`config.mk`:
```
export PLATFORM = sky130hd
export DESIGN_NAME = idu_buf_flat
export DESIGN_NICKNAME = d
export VERILOG_FILES = /design/src/rtl/idu_buf_if.sv /design/src/rtl/idu_buf.sv /design/src/flat_wrapper.sv
export SDC_FILE = /design/constraint.sdc
export NUM_CORES = 1
export LEC_CHECK = 0
export ABC_AREA = 0
export CAP_MARGIN = 40
export CORE_ASPECT_RATIO = 0.75
export CORE_MARGIN = 2
export CORE_UTILIZATION = 47
export DETAILED_ROUTE_END_ITERATION = 8
export GPL_TIMING_DRIVEN = 1
export PLACE_DENSITY = 0.78
export SLEW_MARGIN = 20
export SYNTH_ARGS = -nofsm -noshare
export SYNTH_HDL_FRONTEND = slang
export SYNTH_SLANG_ARGS = --single-unit
```
`constraint.sdc`:
```
create_clock -name clk -period 5.49 [get_ports clk]
set_input_delay 1.098 -clock clk [delete_from_list [all_inputs] [get_ports clk]]
set_output_delay 1.098 -clock clk [all_outputs]
set_load 0.01 [all_outputs]
```
`src/rtl/idu_buf_if.sv`:
```
// idu_buf_if: IFU-side push, EXU-side pop, decoded head fields and LSU completion for idu_buf.
// Latency: none; this is a plain bundle of wires.
// Backpressure: in_ready/out_ready carry the valid-ready handshakes; slave is the buffer, master the environment.
interface idu_buf_if #(
   parameter int DEPTH = 2,
   parameter int PC_W  = 32
);
   localparam int CW = $clog2(DEPTH) + 1;

   // IFU side
   logic            in_valid;
   logic            in_ready;
   logic [31:0]     in_ins;
   logic [PC_W-1:0] in_pc;

   // EXU side
   logic            out_valid;
   logic            out_ready;
   logic [PC_W-1:0] out_pc;

   // decoded head
   logic [4:0]      rs1;
   logic [4:0]      rs2;
   logic [4:0]      rd;
   logic [6:0]      opcode;
   logic [2:0]      func3;
   logic [6:0]      func7;
   logic [31:0]     imm;
   logic            reg_write;
   logic            is_csr;
   logic            is_ecall;
   logic            is_mret;
   logic            is_branch;
   logic            jump_flag;
   logic            mem_read;
   logic            mem_write;
   logic            illegal;

   // LSU completion and occupancy
   logic            mem_finish;
   logic [CW-1:0]   count;

   modport slave (
      input  in_valid, in_ins, in_pc, out_ready, mem_finish,
      output in_ready, out_valid, out_pc,
      output rs1, rs2, rd, opcode, func3, func7, imm,
      output reg_write, is_csr, is_ecall, is_mret, is_branch, jump_flag,
      output mem_read, mem_write, illegal, count
   );

   modport master (
      output in_valid, in_ins, in_pc, out_ready, mem_finish,
      input  in_ready, out_valid, out_pc,
      input  rs1, rs2, rd, opcode, func3, func7, imm,
      input  reg_write, is_csr, is_ecall, is_mret, is_branch, jump_flag,
      input  mem_read, mem_write, illegal, count
   );
endinterface

```
`src/rtl/idu_buf.sv`:
```
// idu_buf: instruction queue with combinational RV32I decode of the head; LOAD/STORE park the head in MEM until mem_finish.
// Latency: push visible at head one cycle later; non-memory head pops on the same-cycle handshake; mem_read/mem_write pulse the cycle after.
// Backpressure: in_ready drops when full (no bypass); out_valid held low while a memory access is outstanding.
// Optional: define IDU_BUF_ILLEGAL_CHECK_EN to flag unknown opcodes on the illegal output.
module idu_buf #(
   parameter int DEPTH = 2,
   parameter int PC_W  = 32
) (
   input  logic    clk,
   input  logic    rst,
   idu_buf_if.slave bus
);
   localparam int AW = $clog2(DEPTH);
   localparam int CW = AW + 1;
   localparam logic [CW-1:0] DEPTH_C = CW'(DEPTH);

   localparam logic [6:0] OP_LUI    = 7'b0110111;
   localparam logic [6:0] OP_AUIPC  = 7'b0010111;
   localparam logic [6:0] OP_JAL    = 7'b1101111;
   localparam logic [6:0] OP_JALR   = 7'b1100111;
   localparam logic [6:0] OP_BRANCH = 7'b1100011;
   localparam logic [6:0] OP_LOAD   = 7'b0000011;
   localparam logic [6:0] OP_STORE  = 7'b0100011;
   localparam logic [6:0] OP_OPIMM  = 7'b0010011;
   localparam logic [6:0] OP_OP     = 7'b0110011;
   localparam logic [6:0] OP_SYSTEM = 7'b1110011;
   localparam logic [6:0] OP_MISC   = 7'b0001111;

   typedef struct packed {
      logic [31:0]     ins;
      logic [PC_W-1:0] pc;
   } entry_t;

   typedef enum logic {IDLE = 1'b0, MEM = 1'b1} state_t;

   entry_t          q [DEPTH];
   logic [AW-1:0]   wr_ptr, rd_ptr;
   logic [CW-1:0]   count_q;
   state_t          state, state_nxt;
   logic            mem_read_q, mem_write_q;

   logic            in_rdy, out_vld, push, pop, hs_mem, nonempty;
   logic            is_load, is_store, is_mem;
   entry_t          head;
   logic [31:0]     ins;
   logic [6:0]      opcode;
   logic [2:0]      func3;
   logic [31:0]     imm;
   logic            reg_write;

   assign nonempty = (count_q != '0);
   assign in_rdy   = (count_q < DEPTH_C);
   assign out_vld  = nonempty && (state == IDLE);
   assign push     = bus.in_valid && in_rdy;
   assign head     = q[rd_ptr];

   // An empty queue presents an all-zero word so every decoded field reads 0.
   assign ins      = nonempty ? head.ins : 32'h0;
   assign opcode   = ins[6:0];
   assign func3    = ins[14:12];
   assign is_load  = (opcode == OP_LOAD);
   assign is_store = (opcode == OP_STORE);
   assign is_mem   = is_load || is_store;

   // Handshake/completion FSM: chooses when the head pops and when a memory access starts.
   always_comb begin
      state_nxt = state;
      pop       = 1'b0;
      hs_mem    = 1'b0;
      case (state)
         IDLE: begin
            if (out_vld && bus.out_ready) begin
               if (is_mem) begin
                  hs_mem    = 1'b1;
                  state_nxt = MEM;
               end else begin
                  pop = 1'b1;
               end
            end
         end
         MEM: begin
            if (bus.mem_finish) begin
               pop       = 1'b1;
               state_nxt = IDLE;
            end
         end
         default: state_nxt = IDLE;
      endcase
   end

   // FSM state register.
   always_ff @(posedge clk) begin
      if (rst) state <= IDLE;
      else     state <= state_nxt;
   end

   // Pointers, occupancy and the one-cycle memory request pulses; reset drops any outstanding access.
   always_ff @(posedge clk) begin
      if (rst) begin
         wr_ptr      <= '0;
         rd_ptr      <= '0;
         count_q     <= '0;
         mem_read_q  <= 1'b0;
         mem_write_q <= 1'b0;
      end else begin
         if (push) wr_ptr <= wr_ptr + 1'b1;
         if (pop)  rd_ptr <= rd_ptr + 1'b1;
         if (push && !pop)      count_q <= count_q + 1'b1;
         else if (pop && !push) count_q <= count_q - 1'b1;
         mem_read_q  <= hs_mem && is_load;
         mem_write_q <= hs_mem && is_store;
      end
   end

   // Queue storage; contents need no reset since count gates every read.
   always_ff @(posedge clk) begin
      if (push) q[wr_ptr] <= '{ins: bus.in_ins, pc: bus.in_pc};
   end

   // Immediate formation by RV32I instruction format.
   always_comb begin
      imm = 32'h0;
      case (opcode)
         OP_JALR, OP_LOAD, OP_OPIMM: imm = {{20{ins[31]}}, ins[31:20]};
         OP_STORE:                   imm = {{20{ins[31]}}, ins[31:25], ins[11:7]};
         OP_BRANCH:                  imm = {{19{ins[31]}}, ins[31], ins[7], ins[30:25], ins[11:8], 1'b0};
         OP_LUI, OP_AUIPC:           imm = {ins[31:12], 12'h000};
         OP_JAL:                     imm = {{11{ins[31]}}, ins[31], ins[19:12], ins[20], ins[30:21], 1'b0};
         default:                    imm = 32'h0;
      endcase
   end

   // Register write-back: a load only writes back in the cycle its data returns.
   always_comb begin
      reg_write = 1'b0;
      case (opcode)
         OP_LUI, OP_AUIPC, OP_JAL, OP_JALR, OP_OPIMM, OP_OP: reg_write = 1'b1;
         OP_SYSTEM: reg_write = (func3 != 3'b000);
         OP_LOAD:   reg_write = (state == MEM) && bus.mem_finish;
         default:   reg_write = 1'b0;
      endcase
   end

`ifdef IDU_BUF_ILLEGAL_CHECK_EN
   logic known_op;

   // Opcode whitelist for the illegal-instruction flag.
   always_comb begin
      known_op = 1'b0;
      case (opcode)
         OP_LUI, OP_AUIPC, OP_JAL, OP_JALR, OP_BRANCH, OP_LOAD,
         OP_STORE, OP_OPIMM, OP_OP, OP_SYSTEM, OP_MISC: known_op = 1'b1;
         default: known_op = 1'b0;
      endcase
   end

   assign bus.illegal = nonempty && !known_op;
`else
   assign bus.illegal = 1'b0;
`endif

   assign bus.in_ready  = in_rdy;
   assign bus.out_valid = out_vld;
   assign bus.out_pc    = nonempty ? head.pc : '0;
   assign bus.count     = count_q;
   assign bus.rs1       = ins[19:15];
   assign bus.rs2       = ins[24:20];
   assign bus.rd        = ins[11:7];
   assign bus.opcode    = opcode;
   assign bus.func3     = func3;
   assign bus.func7     = ins[31:25];
   assign bus.imm       = imm;
   assign bus.reg_write = reg_write;
   assign bus.is_csr    = (opcode == OP_SYSTEM) && (func3 != 3'b000);
   assign bus.is_ecall  = (ins == 32'h0000_0073);
   assign bus.is_mret   = (ins == 32'h3020_0073);
   assign bus.is_branch = (opcode == OP_BRANCH);
   assign bus.jump_flag = (opcode == OP_JAL) || (opcode == OP_JALR);
   assign bus.mem_read  = mem_read_q;
   assign bus.mem_write = mem_write_q;
endmodule

```
`src/flat_wrapper.sv`:
```
// flat-port wrapper written by rule: the top's interface ports become plain ports
module idu_buf_flat 
#(
   parameter int DEPTH = 2,
   parameter int PC_W  = 32
)
  (clk, rst, bus_in_valid, bus_in_ins, bus_in_pc, bus_out_ready, bus_mem_finish, bus_in_ready, bus_out_valid, bus_out_pc, bus_rs1, bus_rs2, bus_rd, bus_opcode, bus_func3, bus_func7, bus_imm, bus_reg_write, bus_is_csr, bus_is_ecall, bus_is_mret, bus_is_branch, bus_jump_flag, bus_mem_read, bus_mem_write, bus_illegal, bus_count);
  idu_buf_if #(.DEPTH(DEPTH), .PC_W(PC_W)) bus_i ();
  input  logic clk;
  input  logic rst;
  input wire logic [$bits(bus_i.in_valid)-1:0] bus_in_valid;
  input wire logic [$bits(bus_i.in_ins)-1:0] bus_in_ins;
  input wire logic [$bits(bus_i.in_pc)-1:0] bus_in_pc;
  input wire logic [$bits(bus_i.out_ready)-1:0] bus_out_ready;
  input wire logic [$bits(bus_i.mem_finish)-1:0] bus_mem_finish;
  output wire logic [$bits(bus_i.in_ready)-1:0] bus_in_ready;
  output wire logic [$bits(bus_i.out_valid)-1:0] bus_out_valid;
  output wire logic [$bits(bus_i.out_pc)-1:0] bus_out_pc;
  output wire logic [$bits(bus_i.rs1)-1:0] bus_rs1;
  output wire logic [$bits(bus_i.rs2)-1:0] bus_rs2;
  output wire logic [$bits(bus_i.rd)-1:0] bus_rd;
  output wire logic [$bits(bus_i.opcode)-1:0] bus_opcode;
  output wire logic [$bits(bus_i.func3)-1:0] bus_func3;
  output wire logic [$bits(bus_i.func7)-1:0] bus_func7;
  output wire logic [$bits(bus_i.imm)-1:0] bus_imm;
  output wire logic [$bits(bus_i.reg_write)-1:0] bus_reg_write;
  output wire logic [$bits(bus_i.is_csr)-1:0] bus_is_csr;
  output wire logic [$bits(bus_i.is_ecall)-1:0] bus_is_ecall;
  output wire logic [$bits(bus_i.is_mret)-1:0] bus_is_mret;
  output wire logic [$bits(bus_i.is_branch)-1:0] bus_is_branch;
  output wire logic [$bits(bus_i.jump_flag)-1:0] bus_jump_flag;
  output wire logic [$bits(bus_i.mem_read)-1:0] bus_mem_read;
  output wire logic [$bits(bus_i.mem_write)-1:0] bus_mem_write;
  output wire logic [$bits(bus_i.illegal)-1:0] bus_illegal;
  output wire logic [$bits(bus_i.count)-1:0] bus_count;
  assign bus_i.in_valid = bus_in_valid;
  assign bus_i.in_ins = bus_in_ins;
  assign bus_i.in_pc = bus_in_pc;
  assign bus_i.out_ready = bus_out_ready;
  assign bus_i.mem_finish = bus_mem_finish;
  assign bus_in_ready = bus_i.in_ready;
  assign bus_out_valid = bus_i.out_valid;
  assign bus_out_pc = bus_i.out_pc;
  assign bus_rs1 = bus_i.rs1;
  assign bus_rs2 = bus_i.rs2;
  assign bus_rd = bus_i.rd;
  assign bus_opcode = bus_i.opcode;
  assign bus_func3 = bus_i.func3;
  assign bus_func7 = bus_i.func7;
  assign bus_imm = bus_i.imm;
  assign bus_reg_write = bus_i.reg_write;
  assign bus_is_csr = bus_i.is_csr;
  assign bus_is_ecall = bus_i.is_ecall;
  assign bus_is_mret = bus_i.is_mret;
  assign bus_is_branch = bus_i.is_branch;
  assign bus_jump_flag = bus_i.jump_flag;
  assign bus_mem_read = bus_i.mem_read;
  assign bus_mem_write = bus_i.mem_write;
  assign bus_illegal = bus_i.illegal;
  assign bus_count = bus_i.count;
  idu_buf #(.DEPTH(DEPTH), .PC_W(PC_W)) u_core (.clk(clk), .rst(rst), .bus(bus_i));
endmodule
```
---- Word level (Yosys, flattened, before mapping) ----
Memories as Yosys holds them, arrays and structs flattened. A register that Yosys moved wholly into a read port is not among the register bits.
Index checks and enable logic that the tools add are counted.
storage, ports and cells
  memories kept ........................... 1
  output and inout port bits .............. 109
  register bits ........................... 7
  RAM bits ................................ 128
memory list
  memory    depth  bits a word  read ports  clocked after Yosys merged registers in  write ports  RTL line       text
  u_core.q  2      64           1           1                                        1            idu_buf.sv:36  entry_t q [DEPTH];
operators by class
  order comparisons ....................... 1
  $add $sub $neg .......................... 4
  eq/ne operators ......................... 12
  bitwise gates (word level) .............. 1
  mux-type cells .......................... 19
  reduce and logical (&&, ||, !) cells .... 19
operator list
  operator                                                            count
  32-bit one-hot mux with 5 select lines                              1
  32-bit 2-to-1 mux                                                   2
  32-bit by 30-bit == test with 1-bit output, second input constant   1
  32-bit by 7-bit == test with 1-bit output, second input constant    1
  7-bit == test, second input constant                                4
  7-bit by 6-bit == test with 1-bit output, second input constant     3
  7-bit by 5-bit == test with 1-bit output, second input constant     2
  1-bit 2-to-1 mux                                                    11
  1-bit logical AND                                                   9
  7-bit by 2-bit == test with 1-bit output, second input constant     1
  6-bit OR reduction                                                  1
  2-bit 2-to-1 mux                                                    2
  1-bit one-hot mux with 2 select lines                               2
  2-bit nonzero test                                                  2
  1-bit one-hot mux with 3 select lines                               1
  3-bit nonzero test                                                  1
  3-bit OR reduction                                                  1
  1-bit adder, second input constant                                  2
  2-bit by 1-bit adder with 2-bit output, second input constant       1
  1-bit logical NOT                                                   2
  1-bit logical OR                                                    2
  2-bit < comparator, second input constant                           1
  2-bit OR reduction                                                  1
  2-bit by 1-bit subtractor with 2-bit output, second input constant  1
  1-bit NOT                                                           1

---- Longest topological paths before layout ----
Gate-level depths: netlist of the first run.
  word-level depth ........................ 10
  gate-level depth with buffers ........... 10
  depth with buffers taken out ............ 9

---- Worst setup path after synthesis of the first run ----
OpenSTA, ideal clock, no wires.
  kind .................................... input port to flip-flop
  start point ............................. in bus_in_valid
  end point ............................... mem u_core.q[0][0] (netlist bit) (enable)
  arrival ................................. 4.216 ns
  setup slack ............................. 0.780 ns
  path buffers ............................ 0
  data required time ...................... 4.996 ns
  stages on the path ...................... 2
  cells stage by stage .................... nor2b_1 -> nor2b_1
on the way
  cells in the longest elaborated chain, start to end .. 3
ends and longest elaborated chain
  element                                 RTL line            text
  start: declaration                      flat_wrapper.sv:11  input wire logic [$bits(bus_i.in_valid)-1:0] bus_in_valid;
  1-bit logical AND                       idu_buf.sv:54       assign push = bus.in_valid && in_rdy;
  1-bit 2-to-1 mux                        idu_buf.sv:117      if (push) q[wr_ptr] <= '{ins: bus.in_ins, pc: bus.in_pc};
  1-bit 2-to-1 mux (not written as such)  idu_buf.sv:117
  end: declaration                        idu_buf.sv:36
Every way passes these cells.

==> impl_results.md, run 1 <==
* Status: completed
* CP Cell Sequence: mux2i_1, a21oi_2, nor4_1, nand4_1, nor4_1, clkdlybuf4s50_1
* Die extent in x at 134 µm
* Switching power at roughly 1.3 mW
* Power, Total at 4.02 mW
* Delay of the slowest cell on the worst path at approximately 0.74 ns
* Syn-to-layout area delta at 42.0%
* # IOs at between 150 and 200
* Cts hold-fix bufs at 0
* Post-CTS Resized at 0
* Postcts setup bufs at 0
* Antenna cells at 0
* Initial antenna violation count at 0
* TritonCTS clock tree: built
* GRT Overall Usage at 22.0%
* Crit-path most repeated cell: nor4_1
* DRC Markers at 0
* DRT Pass-1 Iters at 6
* Multi-input logic area at approximately 0.0018 mm²
* Worst path required time at 4.39 ns
* Pint at roughly 2.7 mW
* Fin crit period at between 4 and 5 ns
* DP Area at between 0.007 and 0.008 mm²
* Pleak at roughly 2.9 nW
* Main combinational cell family by area after synthesis: multiplexers
* Register share of total power at 36.0%
* Synth Area in Compound Gates at under 10%
* Die height at about 100 µm
* WL/cell at between 15 and 20 µm
* Filler Cell Count at roughly 870
* Post-synthesis async set-or-reset flop share at 0%
* Clock buffer depth at 2
* Total CTS buffers at 17
* Cells after synthesis at approximately 420
* Post-synthesis adder-cell area fraction at less than 1%
* PD cells at 476 mW/mm²
* Total congestion overflow at 0
* Final Setup Violations at 0
* Mapped Nets at 493
* Clock Pin Slew Worst Setup and Hold Paths at approximately 0.06 ns
* Final cell count without fillers at approximately 780
* Layout cells sized above 1 at a little under an eighth
* Worst hold path type: reg -> reg
* Register area share after synthesis at ~67%
* Multiplexer area fraction after synthesis at 11.6%
* Worst skew pair latency at about 0.41 ns
* Post-Syn Area at just under 0.006 mm²
* Post-synth top cells: edfxtp_1 (128), nor2_1 (61), mux2i_1 (58), inv_1 (15), o21ai_0 (11)
* Slew margin rel. at 47.5%
* Max cap viols at 0
* Root buf cell: clkbuf_16
* Post-DP HPWL at 10.4 mm
* Peak VDD IR at ~0.31 mV
* Most frequent cell after synthesis: edfxtp_1
* # placed instances at between 700 and 800
* RSZ-0062 raised after global routing: no
* Hold Path Origin: u_core.state
* DRT antenna net count at 0
* Worst Skew at approximately 0.013 ns
* Max Freq at between 200 and 250 MHz
* H-tree depth at 4
* Num rows at 35
* GPL Wtd Cong at roughly 1
* Synth top area cells: edfxtp_1 (65%), mux2i_1 (9.8%), nor2_1 (3.8%)
* Post-synth EDFFs at between 100 and 150
* Clock Power Share at a little over a quarter
* Crit. End Element: primary output
* Initial DRC count at roughly 310
* Worst Hold Depth at 2
* Final #Nets at between 600 and 700
* Switching Share at about a third
* Comb pwr share at between 30% and 40%
* Synth warn at 0
* Total die area at 0.0136 mm²
* Ys flop type: edfxtp_1
* Clock Sinks at around 140
* Final instance area at approximately 0.0084 mm²
* Vias in the first global route at ~4.1k
* Critical Path Source Type: flip-flop
* Post-Synth XOR/XNOR Area at less than 1%
* Reg2reg path depth at 8
* Slew Limit Fails at 0
* Setup TNS at 0 ns
* Synth cell types at 52
* Final Hold Vio Count at 0
* Critical path class: reg -> out
* Core Area at between 0.01 and 0.015 mm²
* First-pass GRT wire length at roughly 22 mm
* Min Hold Slack at between 0.5 and 0.6 ns
* Synthesized flop and latch total at roughly 140
* Fin crit share at a little under nine tenths
* Mean post-synth cell area at between 10 and 15 µm²
* Via count at between 4k and 5k
* Crit path max fanout at 41
* IO buf count at ~180
* Initial Util at between 40% and 50%
* Worst slew pin tran at 0.782 ns
* Final WL at around 15 mm
* Register area at 0.00401 mm²
* Yosys top cell by area: edfxtp_1
* Simple-Gate Fraction of Synth Area at between 10% and 20%
* Worst Path Arrival at 3.63 ns
* Pin count of the biggest net entering global routing at 50
* Crit-path slowest cell: dfxtp_4
* Routed vias/inst at around 5.3
* Synth top area share at ~65%
-- critical path, delay by kind of cell (launching register included) --
family                 cells  cell delay [ns]
AND/OR/NAND/NOR            3             1.07
buffers and inverters      1             0.61
AO/OA/AOI/OAI              1             0.22
flip-flops                 1             0.74
multiplexers               1             0.57
-- kinds of logic after synthesis --
kind of cell / Yosys count
buf+inv: 40
other cells: 1
simple gates: 127
mux: 67
fa+ha+maj: 1
flops: 136
xor+xnor: 3
compound gates: 48
-- power by group through the flow --
stage	combinational, mW	sequential, mW	clock, mW
floorplan	0.872	1.41	0
global route	1.61	1.47	1.14
global placement	1.47	1.46	0
CTS	1.51	1.45	1.10
detailed placement	1.49	1.47	0
finish	1.50	1.45	1.08
-- final cells by class --
| type | instances | share of cell area [%] |
|---|---|---|
| sequential | 136 | 47.4 |
| inverter | 17 | 0.755 |
| timing repair buffer | 184 | 21.8 |
| tap | 166 | 2.46 |
| multi-input combinational | 247 | 20.8 |
| clock buffer | 18 | 5.08 |
| clock inverter | 14 | 1.66 |
-- per-stage QoR --
| stage | setup WS (ns) | utilization, % |
|---|---|---|
| after global routing | 0.477 | 68.7 |
| after floorplan | 0.780 | - |
| after CTS | 0.749 | 68.7 |
| final | 0.762 | 68.7 |
| after detailed placement | 1.21 | 64.0 |
| after global placement | 1.30 | 63.8 |
-- state kept, by name (all words and copies together), names as in the netlist, named ones only --
name,count
u_core.bus.mem_write,1
u_core.wr_ptr,1
u_core.rd_ptr,1
u_core.bus.count,2
u_core.state,1
u_core.bus.mem_read,1
u_core.q,128
-- metal layers --
metal | part of all wire, % | GRT usage (%) | vias to the layer above
li1 | - | - | 1959
met1 | 43 | 28.5 | 1976
met2 | 47 | 36.2 | 229
met3 | 9.6 | 7.21 | 19
met4 | 0.91 | 6.30 | 0
met5 | 0 | 0 | -
-- path summary, 6_finish.rpt --
path	to	slack, ns
worst min-delay path	u_core.state	0.55
worst max register to register	u_core.bus.count[1]	2.58
worst max-delay path	bus_is_mret	0.76
worst min register to register	u_core.state	0.55
-- cells in the final DEF (no fill, tap or decap), drive strengths merged, types with 6 or more instances in the layout --
cell type	synthesis	final
a21oi	6	6
buf	14	8
o21ai	13	13
clkbuf	9	18
dfxtp	8	8
o31ai	9	9
mux2i	59	59
nand3	6	6
inv	17	23
nand2	10	10
mux2	8	8
edfxtp	128	128
or2	11	11
clkdlybuf4s50	0	176
nor2	63	63
nor4	11	11
No activity file was read; power rests on OpenSTA's default activity.
==> run 2, diff against run 1 <==
--- a/config.mk
+++ b/config.mk
@@ -8,7 +8,7 @@
 export ABC_AREA = 0
 export CAP_MARGIN = 40
 export CORE_ASPECT_RATIO = 0.75
-export CORE_MARGIN = 2
+export CORE_MARGIN = 4
 export CORE_UTILIZATION = 47
 export DETAILED_ROUTE_END_ITERATION = 8
 export GPL_TIMING_DRIVEN = 1
==> run 2 against run 1 <==
Cell count down 0.26%; wire length up 6.7%; combinational power about the same; non-clock buffer count down 2; critical endpoint unchanged; largest cell class unchanged; highest routed layer unchanged.
==> impl_results.md, run 2 (synthesis results as in run 1) <==
* Final cell count without fillers at 780
* Antenna cells at 0
* Slew margin rel. at about half
* Final Setup Violations at 0
* Worst hold path type: reg -> reg
* Clock Sinks at 136
* Syn-to-layout area delta at 41.1%
* Via count at between 4k and 5k
* Cts hold-fix bufs at 0
* Commonest non-fill, non-tap cells in the layout: clkdlybuf4s50_1 (176), edfxtp_1 (128), nor2_1 (61)
* GPL Wtd Cong at 0.814
* Status: completed
* IO buf count at 176
* DRT Pass-1 Iters at 5
* Worst skew pair latency at 0.41 ns
* WL/cell at 19.9 µm
* Final WL at 15.6 mm
* Initial antenna violation count at 0
* Total die area at 0.0145 mm²
* Final Hold Vio Count at 0
* Post-DP HPWL at about 11 mm
* Register area at ~0.004 mm²
* Pleak at 2.85 nW
* Die extent in x at roughly 140 µm
* DRT antenna net count at 0
* # placed instances at around 750
* Root buf cell: clkbuf_16
* Final #Nets at ~670
* Peak VDD IR at ~0.32 mV
* Max FFs per register at ~130
* Vias in the first global route at approximately 4.4k
* Max Freq at roughly 220 MHz
* PD cells at ~480 mW/mm²
* Clock buffer depth at 2
* Commonest non-fill, non-tap cell in the layout: clkdlybuf4s50_1
* Max cap viols at 0
* Core Area at 0.0123 mm²
* Die height at approximately 110 µm
* Multi-input logic area at 0.00176 mm²
* Routed vias/inst at between 5 and 6
* DP Area at roughly 0.0078 mm²
* Worst path required time at 4.39 ns
* RSZ-0062 raised after global routing: no
* Layout cells sized above 1 at 11.1%
* Postcts setup bufs at 0
* Filler Cell Count at 888
* Fin crit share at between 80% and 90%
* Initial DRC count at ~320
* H-tree depth at 4
* Final instance area at roughly 0.0084 mm²
* Critical path class: reg -> out
* Largest Register: u_core.q
* Num rows at 35
* Clock Pin Slew Worst Setup and Hold Paths at around 0.050 ns
* Total congestion overflow at 0
* Post-CTS Resized at 0
* Critical Path Source Type: flip-flop
* Pin count of the biggest net entering global routing at between 40 and 50
* Crit path max fanout at 29
* Worst Path Arrival at 3.53 ns
* Worst Skew at roughly 0.0074 ns
* First-pass GRT wire length at roughly 24 mm
* GRT Overall Usage at 21.8%
* Crit. End Element: primary output
* Worst slew pin tran at just under 0.8 ns
* Initial Util at around 48%
* Setup TNS at 0 ns
* Total CTS buffers at 17
* Fin crit period at between 4 and 5 ns
* DRC Markers at 0
* Slew Limit Fails at 0
* # IOs at roughly 180
* TritonCTS clock tree: built
-- run 2: power by group --
| group | switching, mW | internal (mW) | total, mW |
|---|---|---|---|
| Clock | 0.428 | 0.625 | 1.05 |
| Combinational | 0.820 | 0.694 | 1.51 |
| Sequential | 0.0929 | 1.34 | 1.43 |
| Total | 1.34 | 2.66 | 4.00 |
-- run 2: cell type report --
class                   count  share of cell area, %
clock buffers              18                   5.11
clock inverters            14                   1.46
inverters                  17                  0.760
multi-input cells         247                   20.9
flip-flops and latches    136                   47.7
well taps                 166                   2.47
repair buffers            182                   21.5
-- run 2: path summary, 6_finish.rpt --
check	startpoint	end	slack (ns)	depth (start not counted)
setup / recovery	flip-flop	bus_is_mret	0.86	7
hold / removal	u_core.rd_ptr	flip-flop	0.56	1
setup reg to reg	u_core.bus.count[1]	u_core.bus.count[1]	2.66	8
hold reg to reg	u_core.rd_ptr	flip-flop	0.56	1
-- run 2: layer usage --
metal / GRT usage [%] / routed length [µm] / vias to the layer above
li1: - / - / 1954
met1: 30.5 / 6730 / 2002
met2: 32.7 / 7060 / 226
met3: 6.68 / 1530 / 17
met4: 7.05 / 227 / 0
met5: 0 / 0 / -
-- run 2: critical path, cell delays in order (launching register included) --
cell and delay (ns):
dfxtp_4 0.61, buf_4 0.42, mux2i_1 0.40, a31oi_1 0.20
nor4_1 0.35, nand4_1 0.26, nor4_1 0.29, clkdlybuf4s50_1 0.59
-- run 2: stage by stage --
step                util, %  power [mW]  worst slack [ns]  hold slack, ns
CTS                    68.0        4.03             0.786           0.559
detailed placement     63.5        2.97              1.27           0.550
floorplan                 -        2.29             0.780           0.483
finish                 68.0        4.00             0.859           0.560
global placement       63.5        2.94              1.34           0.499
global route           68.0        4.21             0.581           0.579
==> run 3, diff against run 2 <==
--- a/config.mk
+++ b/config.mk
@@ -9,10 +9,10 @@
 export CAP_MARGIN = 40
 export CORE_ASPECT_RATIO = 0.75
 export CORE_MARGIN = 4
-export CORE_UTILIZATION = 47
+export CORE_UTILIZATION = 43
 export DETAILED_ROUTE_END_ITERATION = 8
 export GPL_TIMING_DRIVEN = 1
-export PLACE_DENSITY = 0.78
+export PLACE_DENSITY = 0.75
 export SLEW_MARGIN = 20
 export SYNTH_ARGS = -nofsm -noshare
 export SYNTH_HDL_FRONTEND = slang
==> constraint.sdc (replaced) <==
create_clock -name clk -period 3.8 [get_ports clk]
set_input_delay 0.76 -clock clk [delete_from_list [all_inputs] [get_ports clk]]
set_output_delay 0.76 -clock clk [all_outputs]
set_load 0.01 [all_outputs]
==> run 3 against run 2 <==
Flip-flop and latch count did not move; cell count rose by 2.3%; clock power rose by 44%; combinational power rose by 65%; via count rose by 1.8%; register-to-register slack got worse by 1.6 ns; cell area rose by 3.8%; count of clock-buffer cells in the layout fell by 1; critical path depth did not move; largest power group unchanged.
==> impl_results.md, run 3 (synthesis results as in run 1) <==
* Critical Path Source Type: flip-flop
* Worst Path Arrival at a little under 3 ns
* WL met3 at between 1.5 and 2 mm
* WL/cell at 19.6 µm
* Largest Register: u_core.q
* CP Capture Point: bus_imm[31]
* Max cap viols at 0
* GPL Wtd Cong at 0.923
* Clock Sinks at roughly 140
* Final #Nets at 684
* Max Freq at roughly 270 MHz
* Via count at around 4.3k
* Final WL at around 16 mm
* DRT antenna net count at 0
* Die height at approximately 110 µm
* Root buf cell: clkbuf_16
* Crit. End Element: primary output
* Switching Share at roughly a third
* Fin crit share at between 90% and 100%
* GRT Overall Usage at about a fifth
* Initial antenna violation count at 2
* TritonCTS clock tree: built
* H-tree depth at 4
* Initial Util at between 40 and 50%
* # IOs at about 180
* IO buf count at ~180
* Register share of total power at about a third
* Final Setup Violations at 0
* # placed instances at 758
* Worst skew pair latency at 0.42 ns
* Slew margin rel. at 49.0%
* Status: completed
* Initial DRC count at ~370
* Min Hold Slack at between 0.5 and 0.6 ns
* Hold Path Origin: u_core.state
* Antenna cells at 0
* Switching power at 2.10 mW
* Peak VDD IR at 0.401 mV
* Slew Limit Fails at 0
* Reg2reg path depth at 9
* DR top layer: met5
* Final cell count without fillers at 798
* Layout cells sized above 1 at ~17%
* Critical path class: reg -> out
* Worst hold path type: reg -> reg
* Worst path required time at slightly above 3 ns
* Fin crit period at 3.74 ns
* Pin count of the biggest net entering global routing at 65
* RR Endpoint: u_core.bus.count[1]
* Power, Total at about 6 mW
* Clock Pin Slew Worst Setup and Hold Paths at 0.06 ns
* Syn-to-layout area delta at 46.5%
* Routed length on met2 at 7.25 mm
* Die extent in x at 144 µm
* Commonest non-fill, non-tap cell in the layout: clkdlybuf4s50_1
* Post-DP HPWL at 10.7 mm
* Pleak at 3.00 nW
* Routed vias/inst at 5.36
* Core Area at between 0.01 and 0.015 mm²
* Clock buffer depth at 2
* Final Hold Vio Count at 0
* Total die area at around 0.016 mm²
* Worst Skew at 0.0103 ns
* Worst slew pin tran at about 0.76 ns
* Crit path max fanout at 8
* PD cells at between 600 and 700 mW/mm²
* Met1 Wirelength at 6.56 mm
* First-pass GRT wire length at between 20 and 25 mm
* Total congestion overflow at 0
* Pint at 3.95 mW
* Cts hold-fix bufs at 0
* Comb pwr share at between 40% and 50%
* Num rows at 36
* R2r setup slk at between 1 and 1.5 ns
* RSZ-0062 raised after global routing: yes
* Setup TNS at 0 ns
* DRT Pass-1 Iters at 5
* Vias in the first global route at about 4.4k
* Clock Power Share at around a quarter
* DRC Markers at 0
* Total CTS buffers at 17
* Max FFs per register at between 100 and 150
* Commonest non-fill, non-tap cells in the layout: clkdlybuf4s50_1 (174), edfxtp_1 (128), nor2_1 (61)
-- run 3: routing by layer --
metal | vias to the layer above | track usage [%]
met2 | 251 | 31.4
met3 | 25 | 6.74
li1 | 1974 | -
met5 | - | 0
met1 | 2020 | 26.0
met4 | 4 | 6.65
-- run 3: repair_timing --
| item | CTS | global route |
|---|---|---|
| pin swaps | 1 | 4 |
| endpoints found under the setup margin | 27 | 26 |
| cloned | 1 | 0 |
| buffers inserted | 4 | 3 |
| gates resized for setup | 8 | 26 |
-- run 3: worst min path at each step --
stage | to | cells after the start
after floorplan | u_core.state | 2
after global placement | u_core.state | 2
after detailed placement | u_core.state | 2
after CTS | u_core.state | 2
after global routing | u_core.state | 2
final | u_core.state | 2
-- run 3: area by class of cell --
type	instances	area (µm²)
fill	958	4530
multi-input combinational	248	1920
timing repair buffer	194	1970
sequential	136	4010
tap	171	214
clock inverter	15	119
clock buffer	17	425
inverter	17	63.8
-- run 3: through the flow --
| step | area (µm²) | utilization, % | worst slack (ns) |
|---|---|---|---|
| finish | 8720 | 65.8 | 0.0626 |
| CTS | 8560 | 64.7 | 0.00681 |
| global placement | 7930 | 59.8 | 0.146 |
| detailed placement | 7930 | 59.8 | 0.106 |
| floorplan | 5950 | - | 0.645 |
| global route | 8720 | 65.8 | -0.0510 |
-- run 3: power groups by stage --
stage,logic [mW],clock network (mW),registers [mW]
2_1_floorplan,1.26,0,2.04
3_3_place_gp,2.22,0,2.09
3_5_place_dp,2.24,0,2.11
4_1_cts,2.38,1.54,2.04
5_1_grt,2.67,1.61,2.07
6_report,2.49,1.51,2.05
-- run 3: worst max-delay path, stage by stage (launching register included) --
cell             delay (ns)
dfxtp_4                0.41
buf_12                 0.15
mux2_2                 0.37
nand3_1                0.19
nor2_4                 0.10
nor2_1                 0.61
a21oi_1                0.20
clkdlybuf4s50_1        0.53
